--- src/rtl/uart_tx_buffer_if.sv ---
// CPU-side bus for the buffered UART transmitter.
// Carries the write strobe and byte, the overflow clear, and the queue status.
interface uart_tx_buffer_if #(
    parameter int AW = 4
);
    logic          wr_en;
    logic [7:0]    wr_data;
    logic          clr_ovf;
    logic          busy;
    logic          full;
    logic          empty;
    logic [AW:0]   count;
    logic          overflow;

    modport master (
        output wr_en, wr_data, clr_ovf,
        input  busy, full, empty, count, overflow
    );

    modport slave (
        input  wr_en, wr_data, clr_ovf,
        output busy, full, empty, count, overflow
    );
endinterface

--- src/rtl/uart_tx_buffer.sv ---
// Buffered 8N1 UART transmitter: CPU bytes go into a FIFO and are serialised
// back-to-back with a private baud counter; tx is registered.
module uart_tx_buffer #(
    parameter int CLKS_PER_BIT = 234,
    parameter int DEPTH        = 16,
    parameter int AW           = 4
) (
    input  logic              clk,
    input  logic              rst,
    uart_tx_buffer_if.slave   bus,
    output logic              tx
);
    localparam int BW = $clog2(CLKS_PER_BIT);

    typedef enum logic [1:0] {IDLE, START, DATA, STOP} state_e;

    state_e          state_q, state_d;
    logic [BW-1:0]   baud_q, baud_d;
    logic [2:0]      bit_q, bit_d;
    logic [7:0]      shift_q, shift_d;
    logic            tx_q, tx_d;
    logic            busy_q, busy_d;
    logic            full_q, full_d;
    logic            empty_q, empty_d;
    logic            ovf_q, ovf_d;
    logic [AW:0]     count_q, count_d;
    logic [AW-1:0]   wr_ptr_q, wr_ptr_d;
    logic [AW-1:0]   rd_ptr_q, rd_ptr_d;
    logic [7:0]      mem_q [DEPTH];

    logic wr_acc, pop, baud_end;

    assign wr_acc   = bus.wr_en && !full_q;
    assign baud_end = (baud_q == BW'(CLKS_PER_BIT - 1));

    always_comb begin
        state_d = state_q;
        baud_d  = baud_q;
        bit_d   = bit_q;
        shift_d = shift_q;
        tx_d    = tx_q;
        busy_d  = busy_q;
        pop     = 1'b0;

        case (state_q)
            IDLE: begin
                tx_d   = 1'b1;
                busy_d = 1'b0;
                if (!empty_q) begin
                    pop     = 1'b1;
                    shift_d = mem_q[rd_ptr_q];
                    tx_d    = 1'b0;
                    busy_d  = 1'b1;
                    baud_d  = '0;
                    state_d = START;
                end
            end
            START: begin
                if (baud_end) begin
                    baud_d  = '0;
                    bit_d   = '0;
                    tx_d    = shift_q[0];
                    state_d = DATA;
                end else begin
                    baud_d = baud_q + 1'b1;
                end
            end
            DATA: begin
                if (baud_end) begin
                    baud_d = '0;
                    if (bit_q == 3'd7) begin
                        tx_d    = 1'b1;
                        state_d = STOP;
                    end else begin
                        // Shift down so the next bit is always at [0] after the update.
                        bit_d   = bit_q + 3'd1;
                        shift_d = {1'b0, shift_q[7:1]};
                        tx_d    = shift_q[1];
                    end
                end else begin
                    baud_d = baud_q + 1'b1;
                end
            end
            STOP: begin
                if (baud_end) begin
                    baud_d = '0;
                    if (!empty_q) begin
                        // Chain straight into the next start bit, no idle gap.
                        pop     = 1'b1;
                        shift_d = mem_q[rd_ptr_q];
                        tx_d    = 1'b0;
                        state_d = START;
                    end else begin
                        busy_d  = 1'b0;
                        state_d = IDLE;
                    end
                end else begin
                    baud_d = baud_q + 1'b1;
                end
            end
            default: state_d = IDLE;
        endcase
    end

    always_comb begin
        wr_ptr_d = wr_ptr_q;
        rd_ptr_d = rd_ptr_q;
        count_d  = count_q;
        ovf_d    = ovf_q;
        if (wr_acc) wr_ptr_d = wr_ptr_q + 1'b1;
        if (pop)    rd_ptr_d = rd_ptr_q + 1'b1;
        case ({wr_acc, pop})
            2'b10:   count_d = count_q + 1'b1;
            2'b01:   count_d = count_q - 1'b1;
            default: count_d = count_q;
        endcase
        full_d  = (count_d == (AW+1)'(DEPTH));
        empty_d = (count_d == '0);
        // A dropped write outranks a same-cycle clear.
        if (bus.wr_en && full_q) ovf_d = 1'b1;
        else if (bus.clr_ovf)    ovf_d = 1'b0;
    end

    always_ff @(posedge clk) begin
        if (!rst) begin
            state_q  <= IDLE;
            baud_q   <= '0;
            bit_q    <= '0;
            shift_q  <= '0;
            tx_q     <= 1'b1;
            busy_q   <= 1'b0;
            full_q   <= 1'b0;
            empty_q  <= 1'b1;
            ovf_q    <= 1'b0;
            count_q  <= '0;
            wr_ptr_q <= '0;
            rd_ptr_q <= '0;
        end else begin
            state_q  <= state_d;
            baud_q   <= baud_d;
            bit_q    <= bit_d;
            shift_q  <= shift_d;
            tx_q     <= tx_d;
            busy_q   <= busy_d;
            full_q   <= full_d;
            empty_q  <= empty_d;
            ovf_q    <= ovf_d;
            count_q  <= count_d;
            wr_ptr_q <= wr_ptr_d;
            rd_ptr_q <= rd_ptr_d;
        end
    end

    always_ff @(posedge clk) begin
        if (rst && wr_acc) mem_q[wr_ptr_q] <= bus.wr_data;
    end

    assign tx           = tx_q;
    assign bus.busy     = busy_q;
    assign bus.full     = full_q;
    assign bus.empty    = empty_q;
    assign bus.count    = count_q;
    assign bus.overflow = ovf_q;
endmodule

--- src/flat_wrapper.sv ---
// flat-port wrapper written by rule: the top's interface ports become plain ports
module uart_tx_buffer_flat 
#(
    parameter int CLKS_PER_BIT = 234,
    parameter int DEPTH        = 16,
    parameter int AW           = 4
)
  (clk, rst, tx, bus_wr_en, bus_wr_data, bus_clr_ovf, bus_busy, bus_full, bus_empty, bus_count, bus_overflow);
  uart_tx_buffer_if #(.AW(AW)) bus_i ();
  input  logic clk;
  input  logic rst;
  output logic tx;
  input wire logic [$bits(bus_i.wr_en)-1:0] bus_wr_en;
  input wire logic [$bits(bus_i.wr_data)-1:0] bus_wr_data;
  input wire logic [$bits(bus_i.clr_ovf)-1:0] bus_clr_ovf;
  output wire logic [$bits(bus_i.busy)-1:0] bus_busy;
  output wire logic [$bits(bus_i.full)-1:0] bus_full;
  output wire logic [$bits(bus_i.empty)-1:0] bus_empty;
  output wire logic [$bits(bus_i.count)-1:0] bus_count;
  output wire logic [$bits(bus_i.overflow)-1:0] bus_overflow;
  assign bus_i.wr_en = bus_wr_en;
  assign bus_i.wr_data = bus_wr_data;
  assign bus_i.clr_ovf = bus_clr_ovf;
  assign bus_busy = bus_i.busy;
  assign bus_full = bus_i.full;
  assign bus_empty = bus_i.empty;
  assign bus_count = bus_i.count;
  assign bus_overflow = bus_i.overflow;
  uart_tx_buffer #(.CLKS_PER_BIT(CLKS_PER_BIT), .DEPTH(DEPTH), .AW(AW)) u_core (.clk(clk), .rst(rst), .bus(bus_i), .tx(tx));
endmodule
--- config.mk ---
export PLATFORM = sky130hd
export DESIGN_NAME = uart_tx_buffer_flat
export DESIGN_NICKNAME = d
export VERILOG_FILES = /design/src/rtl/uart_tx_buffer_if.sv /design/src/rtl/uart_tx_buffer.sv /design/src/flat_wrapper.sv
export SDC_FILE = /design/constraint.sdc
export NUM_CORES = 1
export LEC_CHECK = 0
export BUFFER_PORTS_ARGS = -buffer_cell sky130_fd_sc_hd__buf_2
export CORE_MARGIN = 5
export CORE_UTILIZATION = 55
export CTS_CLUSTER_SIZE = 12
export DETAILED_ROUTE_END_ITERATION = 8
export PLACE_DENSITY = 0.79
export REMOVE_ABC_BUFFERS = 1
export SETUP_SLACK_MARGIN = 0.5
export SLEW_MARGIN = 20
export SYNTH_ARGS = -nofsm -noshare
export SYNTH_HDL_FRONTEND = slang
export SYNTH_SLANG_ARGS = --single-unit
export TNS_END_PERCENT = 10
--- constraint.sdc ---
create_clock -name clk -period 3.3 [get_ports clk]
set_input_delay 0.495 -clock clk [delete_from_list [all_inputs] [get_ports clk]]
set_output_delay 0.495 -clock clk [all_outputs]
set_load 0.05 [all_outputs]
[Word-level counts from Yosys, hierarchy flattened]
Memory sizes are Yosys's and may differ from the RTL's. A register that Yosys moved wholly into a read port is not among the register bits.
Cells that the tools add are included.
Cells by class
  mux-type cells: 39
  add/subtract/negate cells: 6
  reduce and logical (&&, ||, !) cells: 16
  equality and inequality tests: 16
Operator list (count)
  $mux W8: 6
  $pmux W8 S3: 1
  $pmux W8 S2: 1
  $mux W1: 15
  $reduce_and A4 Y1: 3
  $mux W2: 5
  $ne A2 B1 Y1 const B: 5
  $pmux W5 S2: 1
  $mux W3: 3
  $add A4 B1 Y4 const B: 2
  $add A8 B1 Y8 const B: 1
  $eq A8 B8 Y1 const B: 1
  $mux W4: 2
  $pmux W2 S4: 1
  $eq A2 B2 Y1 const B: 3
  $ne A2 B2 Y1 const B: 3
  $pmux W3 S2: 1
  $reduce_bool A2 Y1: 3
  $add A5 B1 Y5 const B: 1
  $eq A5 B5 Y1 const B: 1
  $logic_not A5 Y1: 1
  $reduce_and A5 Y1: 1
  $sub A5 B1 Y5 const B: 1
  $eq A2 B1 Y1 const B: 2
  10 further kinds: 13
Storage, ports and cells
  bits in writable memories: 128
  flip-flop bits (word level): 39
  output and inout bits: 10
  memories kept: 1
  logic and storage cells: 90
Memories
  u_core.mem_q: words 16, bits a word 8, read ports 1, clocked after memory_dff 1, wr ports 1, line uart_tx_buffer.sv:29  | logic [7:0] mem_q [DEPTH];

[Longest topological paths before layout]
Gate-level depths: netlist (run 1).
  depth in word-level cells: 6
  mapped depth: 13
  gate-level depth less buffers: 13

[Worst setup path before layout (run 1)]
Ideal clock, no wire load.
  kind: register -> register
  from: register u_core.state_q[0]
  to: register u_core.full_q (netlist: u_core.bus.full)
  path buffers: 0
  clock period less this slack: 3.295 ns
  setup time: 0.087 ns
  data arrival time: 3.208 ns
  data required time: 3.213 ns
  setup slack: 0.005 ns
  stages on the path, launching flop included: 14
  cells stage by stage: dfxtp_1 > inv_1 > ha_1 > or3b_1 > o31ai_4 > nand2_4 > xnor2_1 > ha_1 > nor3_1 > a21oi_1 > or4_4 > a21oi_4 > xor2_2 > nor4b_2
On the way
  cells in the longest elaborated chain, start to end: 5
  elaborated cells on any way between the ends: 7
RTL lines
  start: declaration: line uart_tx_buffer.sv:17  | state_e state_q, state_d;
  start signal: assignment: line uart_tx_buffer.sv:139  | state_q <= state_d;
  $eq A2 B2 Y1 / $logic_not A2 Y1 (equally long branches): line uart_tx_buffer.sv:45  | case (state_q)
  $pmux W1 S2 (*): line uart_tx_buffer.sv:45
  $eq A2 B1 Y1 / $eq A2 B2 Y1 (equally long branches): line uart_tx_buffer.sv:112  | case ({wr_acc, pop})
  $pmux W5 S2 (*): line uart_tx_buffer.sv:112
  $eq A5 B5 Y1 (*): line uart_tx_buffer.sv:117  | full_d = (count_d == (AW+1)'(DEPTH));
  end signal: assignment: line uart_tx_buffer.sv:145  | full_q <= full_d;
  end: declaration: line uart_tx_buffer.sv:23  | logic full_q, full_d;
Every way passes the cells marked *; elsewhere a longest branch is shown, timed or not.
A chain may end at the register's enable or synchronous reset.

[Worst setup path in the final report (run 1)]
  from: register u_core.state_q[1]
  to: register u_core.full_q (netlist: u_core.bus.full)
The elaborated chain is that of the path after synthesis.

==> results of run 1 <==
-- stage by stage --
stage / util [%] / setup slack (ns)
final: 64.1 / 0.227
after global routing: 64.1 / 0.128
after CTS: 63.7 / 0.249
after detailed placement: 58.8 / -0.145
after global placement: 58.8 / 0.105
after floorplan: - / 0.00428
-- cells in the final DEF, fill, tap and decap left out, drive strengths merged --
cell type | netlist | routed
a211oi | 6 | 6
buf | 6 | 38
mux4 | 38 | 38
o22ai | 1 | 1
nand4b | 1 | 1
nor2 | 51 | 51
o31ai | 3 | 3
or4 | 1 | 1
clkinvlp | 0 | 2
clkinv | 0 | 6
or3 | 2 | 2
nor3 | 3 | 3
edfxtp | 128 | 128
a22o | 2 | 2
and3 | 3 | 3
and2 | 4 | 4
mux2i | 13 | 13
or3b | 2 | 2
a22oi | 3 | 3
inv | 9 | 12
xnor2 | 5 | 5
o41a | 1 | 1
nand3 | 2 | 2
dfxtp | 43 | 43
o2111ai | 1 | 1
nand3b | 3 | 3
ha | 16 | 16
mux2 | 1 | 1
nor4b | 1 | 1
nand4 | 6 | 6
nor2b | 4 | 4
a21oi | 20 | 20
o21ai | 16 | 16
clkbuf | 12 | 21
nand2b | 2 | 2
a31oi | 1 | 1
nand2 | 23 | 23
xor2 | 13 | 13
or2 | 1 | 1
-- routing by layer --
| layer | global-route usage [%] | up-vias |
|---|---|---|
| met5 | 0 | - |
| li1 | - | 1789 |
| met3 | 4.48 | 20 |
| met4 | 7.82 | 0 |
| met1 | 25.0 | 1969 |
| met2 | 34.5 | 126 |
-- what timing repair did --
item	CTS	global route
endpoints found under the setup margin	5	5
cloned	0	0
gates resized for setup	15	7
hold buffers	0	0
pin swaps	7	4
setup buffers	5	1
-- worst paths after layout --
check	start	to	slack (ns)	cells after the start
worst min register to register	u_core.bus.overflow	u_core.bus.overflow	0.47	2
worst min-delay path	bus_wr_en	u_core.bus.overflow	0.33	3
worst max-delay path	u_core.state_q[1]	u_core.bus.full	0.23	13
worst max register to register	u_core.state_q[1]	u_core.bus.full	0.23	13
-- worst min-delay path, stage by stage --
cell and delay [ns]:
buf_2 0.10, nand2_1 0.05, a21oi_1 0.05
-- power by group --
group,internal (mW),total [mW],switching (mW)
logic,0.663,1.52,0.861
clock network,0.972,1.80,0.827
registers,2.45,2.59,0.132
total,4.09,5.91,1.82
-- sequential cells by signal (all words and copies together), names as in the netlist, 2 cells and up, named ones only --
name	count
u_core.baud_q	8
u_core.shift_q	8
u_core.state_q	2
u_core.bus.count	5
u_core.mem_q	128
u_core.bit_q	3
u_core.rd_ptr_q	4
u_core.wr_ptr_q	4
-- kinds of logic (layout without fill, tap and decap cells) --
| kind of cell | Yosys count | after routing | synth area share (%) |
|---|---|---|---|
| flip-flops | 171 | 171 | 66.8 |
| AO/OA/AOI/OAI | 54 | 54 | 4.91 |
| buffers and inverters | 27 | 79 | 1.48 |
| XOR/XNOR | 18 | 18 | 2.35 |
| adder cells (fa/ha/maj) | 16 | 16 | 2.84 |
| AND/OR/NAND/NOR | 109 | 109 | 7.43 |
| multiplexers | 52 | 52 | 14.2 |
-- area by class of cell --
type / instances / area share, %
flip-flops and latches: 171 / 58.4
well taps: 172 / 2.67
clock buffers: 21 / 5.46
clock inverters: 11 / 1.10
repair buffers: 38 / 3.09
multi-input cells: 249 / 28.8
inverters: 9 / 0.450
==> summary.txt, run 1 <==
Die
  – Floorplan row count: between 40 and 50
  – Initial Utilization: 56.0%
  – Die Wd: 123 µm
  – I/O pins: 22
  – Core Area: 12600 µm²
  – Die area: 15200 µm²
  – Die Y: 123 µm

Finish
  – Reg area: 4710 µm²
  – Cell Count, Final, Fillers Out: between 600 and 700
  – Fillers: between 800 and 900
  – Post-route cell area: 8060 µm²
  – Ant diodes: 0
  – Area grow syn2layout: 14.5%
  – Nets@finish: 514
  – Multi-input gate area: 2320 µm²
  – Fraction of layout cells with a size suffix above 1: 25.5%

Setup path
  – CP Class: flip-flop to flip-flop
  – CP Capture Type: flip-flop
  – Delay-heaviest family, CP: simple AND/OR/NAND/NOR gates
  – CP bufs+invs: 1
  – Worst-path maximum fanout: 5
  – CP max stage delay: 0.44 ns
  – CP max-delay cell: or4_4
  – CP cell instances: inv_4 -> ha_4 -> or3b_4 -> o31ai_4 -> nand2_4 -> xnor2_2 -> ha_4 -> nor3_4 -> a21oi_1 -> or4_4 -> a21oi_4 -> xor2_2 -> nor4b_4
  – Most common cell on crit path: ha_4
  – Crit path required time: 3.64 ns
  – WP data arrival: 3.41 ns
  – CP startpoint kind: flip-flop

Power and ir drop
  – Design Power: 5.91 mW
  – Leak: 2.69 nW
  – PwrDens: 733 nW/µm²
  – VDD IR max: approximately 0.00060 V

Global routing
  – Vias in the first global route: around 4000
  – Grt total ovfl: 0
  – All-layer global routing usage: 20.1%
  – Global-route wire length before repair: 21.9 mm
  – Largest net degree at the start of global routing: 33
  – Initial antenna violation count: 0

Logic synthesis
  – Synth Register Bits: 171
  – Yosys top cell area share: 54.6%
  – Yosys warning count: 0
  – Post-Syn Area: 7040 µm²
  – Synth top area cells: edfxtp_1 55%, dfxtp_1 12%, mux4_2 12%, ha_1 2.8%, nor2_1 2.7%
  – Synth unique cells: 43
  – Most common cell in the synthesized netlist: edfxtp_1
  – Dominant cell type by area after synthesis: edfxtp_1
  – EDFF count, synth: ~130
  – Synth Instances: 447
  – Synth async-reset ratio: 0%
  – Seq/Total Area, Yosys: about two thirds
  – Top FF cell, synth: edfxtp_1
  – Syn avg cell area: about 16 µm²
  – Commonest cells post-synth: 128 x edfxtp_1, 51 x nor2_1, 43 x dfxtp_1

Clock network
  – Clock latency on the worst-skew pair: between 0.4 and 0.5 ns
  – Clk slew on worst S/H paths: 0.06 ns
  – H-tree Lvls: 4
  – Clk root buf: clkbuf_16
  – Clk buf depth: 2
  – CTS Buf Count: 17
  – Clock sinks: 171
  – CTS tree: done

STA
  – Max Slew Vio Count: 0
  – Final Hold Fails: 0
  – Max_slew headroom: 36.9%
  – Setup TNS: 0 ns
  – Final hold slack: 0.326 ns
  – Setup Skew: approximately 0.008 ns
  – Final period utilization: 93.1%
  – Worst-margin pin slew: 0.944 ns
  – Max Fclk: 0.325 GHz
  – RSZ-0062 raised after global routing: yes
  – Period minus WS final: 3.07 ns
  – Final Setup Violations: 0

Min path
  – Hold/Removal Path Class: input port to flip-flop

Route
  – Final wirelength: 14.0 mm
  – ANT nets after route: 0
  – DRT Pass-1 Iters: 5
  – Routed vias/inst: 5.82
  – DRT iter0 DRCs: 320
  – Routed via count: 3904
  – Routed met1 length: 5.60 mm
  – Residual DRC: 0
  – Top Layer Used: met4
  – DR WL met2: 7.53 mm
  – Metal3 WL: between 600 and 700 µm
  – Wire length per cell: between 20 and 25 µm

Placed design
  – Dpl cells: about 630
  – PortBufs: 21
  – Dpl cell area: 7390 µm²
  – Detailed placer's ending HPWL: 8.60 mm
  – GPL Wtd Cong: ~0.78

Outcome
  – Status: completed

Run
  – Max cap viols: 0
Power figures use the tool's default switching activity.
==> run 2: changes to the inputs <==
--- a/config.mk
+++ b/config.mk
@@ -6,11 +6,14 @@
 export NUM_CORES = 1
 export LEC_CHECK = 0
 export BUFFER_PORTS_ARGS = -buffer_cell sky130_fd_sc_hd__buf_2
+export CELL_PAD_IN_SITES_DETAIL_PLACEMENT = 1
+export CELL_PAD_IN_SITES_GLOBAL_PLACEMENT = 2
 export CORE_MARGIN = 5
-export CORE_UTILIZATION = 55
+export CORE_UTILIZATION = 41
 export CTS_CLUSTER_SIZE = 12
 export DETAILED_ROUTE_END_ITERATION = 8
-export PLACE_DENSITY = 0.79
+export GPL_ROUTABILITY_DRIVEN = 1
+export PLACE_DENSITY = 0.78
 export REMOVE_ABC_BUFFERS = 1
 export SETUP_SLACK_MARGIN = 0.5
 export SLEW_MARGIN = 20
==> run 2 against run 1 <==
  * Critical path depth stayed put
  * Count of clock-buffer cells in the layout is 4 lower
  * Final cell count is 9.4% higher
  * Flip-flop and latch count stayed put
  * Combinational power is 5% higher
  * Via count is 0.10% lower
  * Cell area is 3.1% higher
  * Clock power is 18% higher
  * First-iteration DRC count is 40% lower
  * Setup slack better by 0.0062 ns
==> summary.txt, run 2 (synthesized netlist as in run 1, its figures left out) <==
Power and ir drop
  – Switching pwr: 1.97 mW
  – Comb power frac: 25.2%
  – Sequential power share: 41.0%
  – Leak: 2.81 nW
  – PwrDens: ~760 nW/µm²
  – Clock network power share: 33.8%
  – Internal Power: 4.33 mW
  – VDD IR max: between 0.0003 and 0.0004 V
  – Design Power: 6.30 mW
  – Sw Ratio: 31.3%

Finish
  – Nets@finish: 524
  – Fraction of layout cells with a size suffix above 1: around 28%
  – Most frequent cells in the layout: 128 x edfxtp_1, 51 x nor2_1, 40 x dfxtp_1
  – Most common cell after layout, fill and taps aside: edfxtp_1
  – Largest registers: u_core.mem_q: 128 flops, u_core.baud_q: 8 flops, u_core.shift_q: 8 flops
  – Ant diodes: 0
  – Reg with most FFs: u_core.mem_q
  – Area grow syn2layout: 18.0%
  – Fillers: 1674
  – Max reg flops: 128

Min path
  – WHS Endpoint: u_core.bus.overflow
  – HP Start: bus_clr_ovf
  – Hold-critical path depth: 3
  – Hold/Removal Path Class: input port to flip-flop

Global routing
  – Initial antenna violation count: 0
  – Vias in the first global route: ~4200
  – Global-route wire length before repair: approximately 24 mm
  – Largest net degree at the start of global routing: 33
  – All-layer global routing usage: 15.7%
  – Grt total ovfl: 0

Setup path
  – WP data arrival: ~3.4 ns
  – CP Capture Type: flip-flop
  – Crit path required time: around 3.7 ns
  – Worst-path maximum fanout: 4
  – FF-to-FF End: u_core.bus.full
  – R2r startpoint: u_core.state_q[0]
  – R2R setup slack: 0.23 ns
  – CP Class: flip-flop to flip-flop
  – CP startpoint kind: flip-flop
  – FF-to-FF path depth: 13

Placed design
  – GPL Wtd Cong: 0.749
  – Detailed placer's ending HPWL: 9.34 mm
  – PortBufs: 21

Clock network
  – CTS tree: done
  – CTS Buf Count: 17
  – Clk slew on worst S/H paths: 0.07 ns
  – # hold bufs at CTS: 0
  – Clk root buf: clkbuf_16
  – Clock latency on the worst-skew pair: between 0.4 and 0.5 ns
  – Clock sinks: 171
  – H-tree Lvls: 4
  – Clk buf depth: 2

Route
  – Routed via count: 3900
  – Routed vias/inst: roughly 5.3
  – Residual DRC: 0
  – ANT nets after route: 0
  – Final wirelength: 14.5 mm
  – DRT iter0 DRCs: roughly 190
  – DRT Pass-1 Iters: 4
  – Wire length per cell: 19.7 µm

Die
  – I/O pins: 22
  – Floorplan row count: 48
  – Die Y: between 100 and 150 µm
  – Die Wd: about 140 µm
  – Die area: 19900 µm²
  – Initial Utilization: 41.3%
  – Core Area: 17100 µm²

STA
  – Final hold slack: approximately 0.32 ns
  – Final period utilization: 92.9%
  – Max Fclk: between 0.3 and 0.4 GHz
  – Setup Skew: 0.0107 ns
  – Final Hold Fails: 0
  – Period minus WS final: 3.07 ns
  – Final Setup Violations: 0
  – Worst-margin pin slew: 1.00 ns
  – RSZ-0062 raised after global routing: yes
  – Max Slew Vio Count: 0
  – Max_slew headroom: 32.8%

Run
  – Max cap viols: 0

Outcome
  – Status: completed
run 2: cell types whose count changed in the layout (fill, tap and decap cells not counted), sizes merged:
| cell | change |
|---|---|
| clkbuf | -4 |
| inv | +4 |
| clkinvlp | -2 |
| bufinv | +2 |
| buf | +10 |
run 2: critical path: stages (launching register included):
cell and delay (ns):
dfxtp_4 0.36, inv_4 0.04, ha_4 0.24, or3b_4 0.40
o31ai_4 0.25, nand2_4 0.10, xnor2_2 0.15, ha_2 0.20
nor3_2 0.16, a21oi_1 0.08, or4_4 0.44, a21oi_4 0.18
xor2_2 0.19, nor4b_2 0.21
run 2: how the worst max path moves through the flow:
stage / from / endpoint / slack [ns] / cells past startpoint
2_1_floorplan: u_core.state_q[0] / u_core.bus.full / 0.004 / 13
6_report: u_core.state_q[0] / u_core.bus.full / 0.23 / 13
3_5_place_dp: u_core.state_q[0] / u_core.bus.full / -0.10 / 13
4_1_cts: u_core.state_q[1] / u_core.bus.full / 0.25 / 13
5_1_grt: u_core.state_q[0] / u_core.bus.full / 0.09 / 13
3_3_place_gp: u_core.state_q[0] / u_core.bus.full / 0.08 / 13
run 2: final cells by class:
type	instances	area (µm²)	area share, %
clock buffer	17	425	5.12
clock inverter	15	216	2.61
inverter	9	38.8	0.467
multi-input combinational	249	2300	27.7
sequential	171	4710	56.7
tap	225	282	3.39
timing repair buffer	48	332	3.99
run 2: through the flow:
stage | utilization [%] | setup TNS, ns | area [µm²] | instances | worst slack, ns
2_1_floorplan | - | 0 | 6970 | 429 | 0.00428
3_3_place_gp | 43.7 | 0 | 7460 | 687 | 0.0802
3_5_place_dp | 43.7 | -0.157 | 7460 | 687 | -0.101
4_1_cts | 48.3 | 0 | 8250 | 730 | 0.251
5_1_grt | 48.7 | 0 | 8310 | 734 | 0.0900
6_report | 48.7 | 0 | 8310 | 734 | 0.234
run 2: metal layers:
metal  GRT usage, %  share of wire (%)  up-vias
li1               -                  -     1811
met1           20.0                 44     2006
met2           26.5                 51       63
met3           4.00                3.7       20
met4           5.05                1.5        0
met5              0                  0        -
run 2: power groups by stage:
stage          logic (mW)  registers, mW  clock network (mW)
2_1_floorplan       0.838           2.78                   0
3_3_place_gp         1.34           2.61                   0
3_5_place_dp         1.39           2.62                   0
4_1_cts              1.54           2.58                2.18
5_1_grt              1.73           2.60                2.28
6_report             1.59           2.58                2.13
run 2: repair_timing:
item | CTS | global route
endpoints found under the setup margin | 5 | 5
cloned | 0 | 0
pin swaps | 11 | 8
resized for setup | 18 | 6
buffers inserted | 11 | 4
==> run 3: changes to the inputs <==
--- a/config.mk
+++ b/config.mk
@@ -9,11 +9,11 @@
 export CELL_PAD_IN_SITES_DETAIL_PLACEMENT = 1
 export CELL_PAD_IN_SITES_GLOBAL_PLACEMENT = 2
 export CORE_MARGIN = 5
-export CORE_UTILIZATION = 41
+export CORE_UTILIZATION = 39
 export CTS_CLUSTER_SIZE = 12
 export DETAILED_ROUTE_END_ITERATION = 8
 export GPL_ROUTABILITY_DRIVEN = 1
-export PLACE_DENSITY = 0.78
+export PLACE_DENSITY = 0.75
 export REMOVE_ABC_BUFFERS = 1
 export SETUP_SLACK_MARGIN = 0.5
 export SLEW_MARGIN = 20
==> run 3 against run 2 <==
  * Total power is 1.5% lower
  * Non-clock buffer count is 3 lower
  * Critical path depth unchanged
  * Combinational power down 5%
  * Via count fell by 1.5%
  * Critical path type unchanged
  * Routed wire length is 0.66% higher
  * Final cell count grew 0.14%
==> summary.txt, run 3 (synthesized netlist as in run 1, its figures left out) <==
Outcome
  – Status: completed

STA
  – Final Setup Violations: 0
  – Setup Skew: 0.0124 ns
  – Max Slew Vio Count: 0
  – Max_slew headroom: 39.9%
  – Final Hold Fails: 0
  – Period minus WS final: 2.96 ns
  – Max Fclk: 0.338 GHz
  – RSZ-0062 raised after global routing: yes
  – Worst-margin pin slew: 0.898 ns
  – Final period utilization: 89.7%
  – Setup TNS: 0 ns

Setup path
  – CP startpoint kind: flip-flop
  – Critical Path End: u_core.bus.full
  – FF-to-FF End: u_core.bus.full
  – R2r startpoint: u_core.state_q[1]
  – WP data arrival: 3.31 ns
  – CP Capture Type: flip-flop
  – R2R setup slack: 0.34 ns
  – Crit path required time: 3.65 ns
  – Worst-path maximum fanout: 4
  – CP startpoint: u_core.state_q[1]
  – CP Class: flip-flop to flip-flop
  – FF-to-FF path depth: 13

Die
  – I/O pins: 22
  – Die Y: 144 µm
  – Initial Utilization: between 30% and 40%
  – Die Wd: 144 µm
  – Floorplan row count: between 40 and 50
  – Core Area: 17800 µm²
  – Die area: 20800 µm²

Min path
  – Hold/Removal Path Class: input port to flip-flop

Clock network
  – Clk root buf: clkbuf_16
  – Clk slew on worst S/H paths: 0.08 ns
  – H-tree Lvls: 4
  – Clock sinks: 171
  – CTS Buf Count: 17
  – Clock latency on the worst-skew pair: 0.44 ns
  – # hold bufs at CTS: 0
  – Clk buf depth: 2
  – CTS tree: done

Route
  – Wire length per cell: 19.8 µm
  – DRT iter0 DRCs: about 200
  – Routed met1 length: 6.39 mm
  – Routed via count: 3843
  – ANT nets after route: 0
  – DRT Pass-1 Iters: 6
  – Final wirelength: 14.6 mm
  – DR WL met2: 7.50 mm
  – Top Layer Used: met4
  – Routed vias/inst: 5.23
  – Metal3 WL: approximately 460 µm
  – Residual DRC: 0

Placed design
  – Detailed placer's ending HPWL: 9.70 mm
  – PortBufs: 21
  – Dpl cell area: 7480 µm²
  – GPL Wtd Cong: a little under 0.8

Power and ir drop
  – Internal Power: roughly 4.2 mW
  – Clock network power share: around 34%
  – Sequential power share: 41.7%
  – Switching pwr: 1.96 mW
  – Sw Ratio: 31.6%
  – Comb power frac: 24.4%
  – Leak: 2.78 nW
  – VDD IR max: 0.000404 V
  – PwrDens: 753 nW/µm²

Finish
  – Nets@finish: 521
  – Fillers: 1749
  – Multi-input gate area: approximately 2300 µm²
  – Reg area: about 4700 µm²
  – Ant diodes: 0
  – Post-route cell area: approximately 8200 µm²
  – Largest registers: u_core.mem_q: 128 flops, u_core.baud_q: 8 flops, u_core.shift_q: 8 flops
  – Reg with most FFs: u_core.mem_q
  – Most frequent cells in the layout: 128 x edfxtp_1, 51 x nor2_1, 40 x dfxtp_1
  – Fraction of layout cells with a size suffix above 1: 27.1%
  – Most common cell after layout, fill and taps aside: edfxtp_1
  – Max reg flops: 128
  – Area grow syn2layout: 17.1%

Global routing
  – Largest net degree at the start of global routing: 33
  – Vias in the first global route: 4147
  – All-layer global routing usage: 15.4%
  – Global-route wire length before repair: around 24 mm
  – Initial antenna violation count: 0
  – Grt total ovfl: 0

Run
  – Max cap viols: 0
[run 3: changes by cell type in the layout (fill, tap and decap cells not counted), sizes merged]
cell	change
clkinv	-3
buf	-3
bufinv	-1
inv	+3
clkinvlp	+1
[run 3: final cells by class]
class                           count  area share, %
Inverter                            9          0.471
Tap cell                          229           3.48
Multi-Input combinational cell    249           27.6
Sequential cell                   171           57.2
Clock inverter                     15           2.50
Clock buffer                       17           5.16
Timing Repair Buffer               45           3.66
[run 3: power by group through the flow]
stage	sequential (mW)	clock, mW	combinational (mW)
after floorplan	2.78	0	0.838
after global placement	2.62	0	1.35
after detailed placement	2.62	0	1.39
after CTS	2.58	2.15	1.49
after global routing	2.61	2.27	1.68
final	2.59	2.10	1.51
[run 3: critical path, cell delays in order, from the launching register on]
cell     delay [ns]
dfxtp_4        0.36
inv_4          0.04
ha_4           0.24
or3b_4         0.38
o31ai_4        0.26
nand2_4        0.09
xnor2_2        0.15
ha_2           0.21
nor3_2         0.10
a21oi_1        0.06
or4_4          0.43
a21oi_4        0.18
xor2_2         0.18
nor4b_2        0.20
[run 3: how the worst min path moves through the flow]
stage | start | endpoint | slack [ns] | depth (start not counted)
global placement | u_core.bus.overflow | u_core.bus.overflow | 0.45 | 2
floorplan | u_core.shift_q[7] | u_core.shift_q[7] | 0.46 | 2
finish | bus_clr_ovf | u_core.bus.overflow | 0.32 | 3
detailed placement | u_core.bus.overflow | u_core.bus.overflow | 0.46 | 2
CTS | bus_clr_ovf | u_core.bus.overflow | 0.29 | 3
global route | bus_wr_en | u_core.bus.overflow | 0.31 | 3
[run 3: metal layers]
layer / vias up / GRT usage [%]
met1: 1978 / 19.0
met4: 0 / 5.20
met3: 20 / 3.90
met5: - / 0
met2: 49 / 26.5
li1: 1796 / -
[run 3: repair_timing]
action	CTS	global route
buffers inserted	7	3
gates resized for setup	12	5
endpoints found under the setup margin	5	4
pin swaps	5	4
[run 3: through the flow]
stage,worst slack [ns],std cells,total power [mW],hold WS [ns],utilization [%]
finish,0.341,735,6.20,0.316,46.2
global route,0.195,735,6.56,0.310,46.2
CTS,0.275,732,6.22,0.290,46.0
detailed placement,-0.0739,693,4.01,0.462,41.9
global placement,0.0736,693,3.97,0.450,41.9
floorplan,0.00428,429,3.62,0.460,-
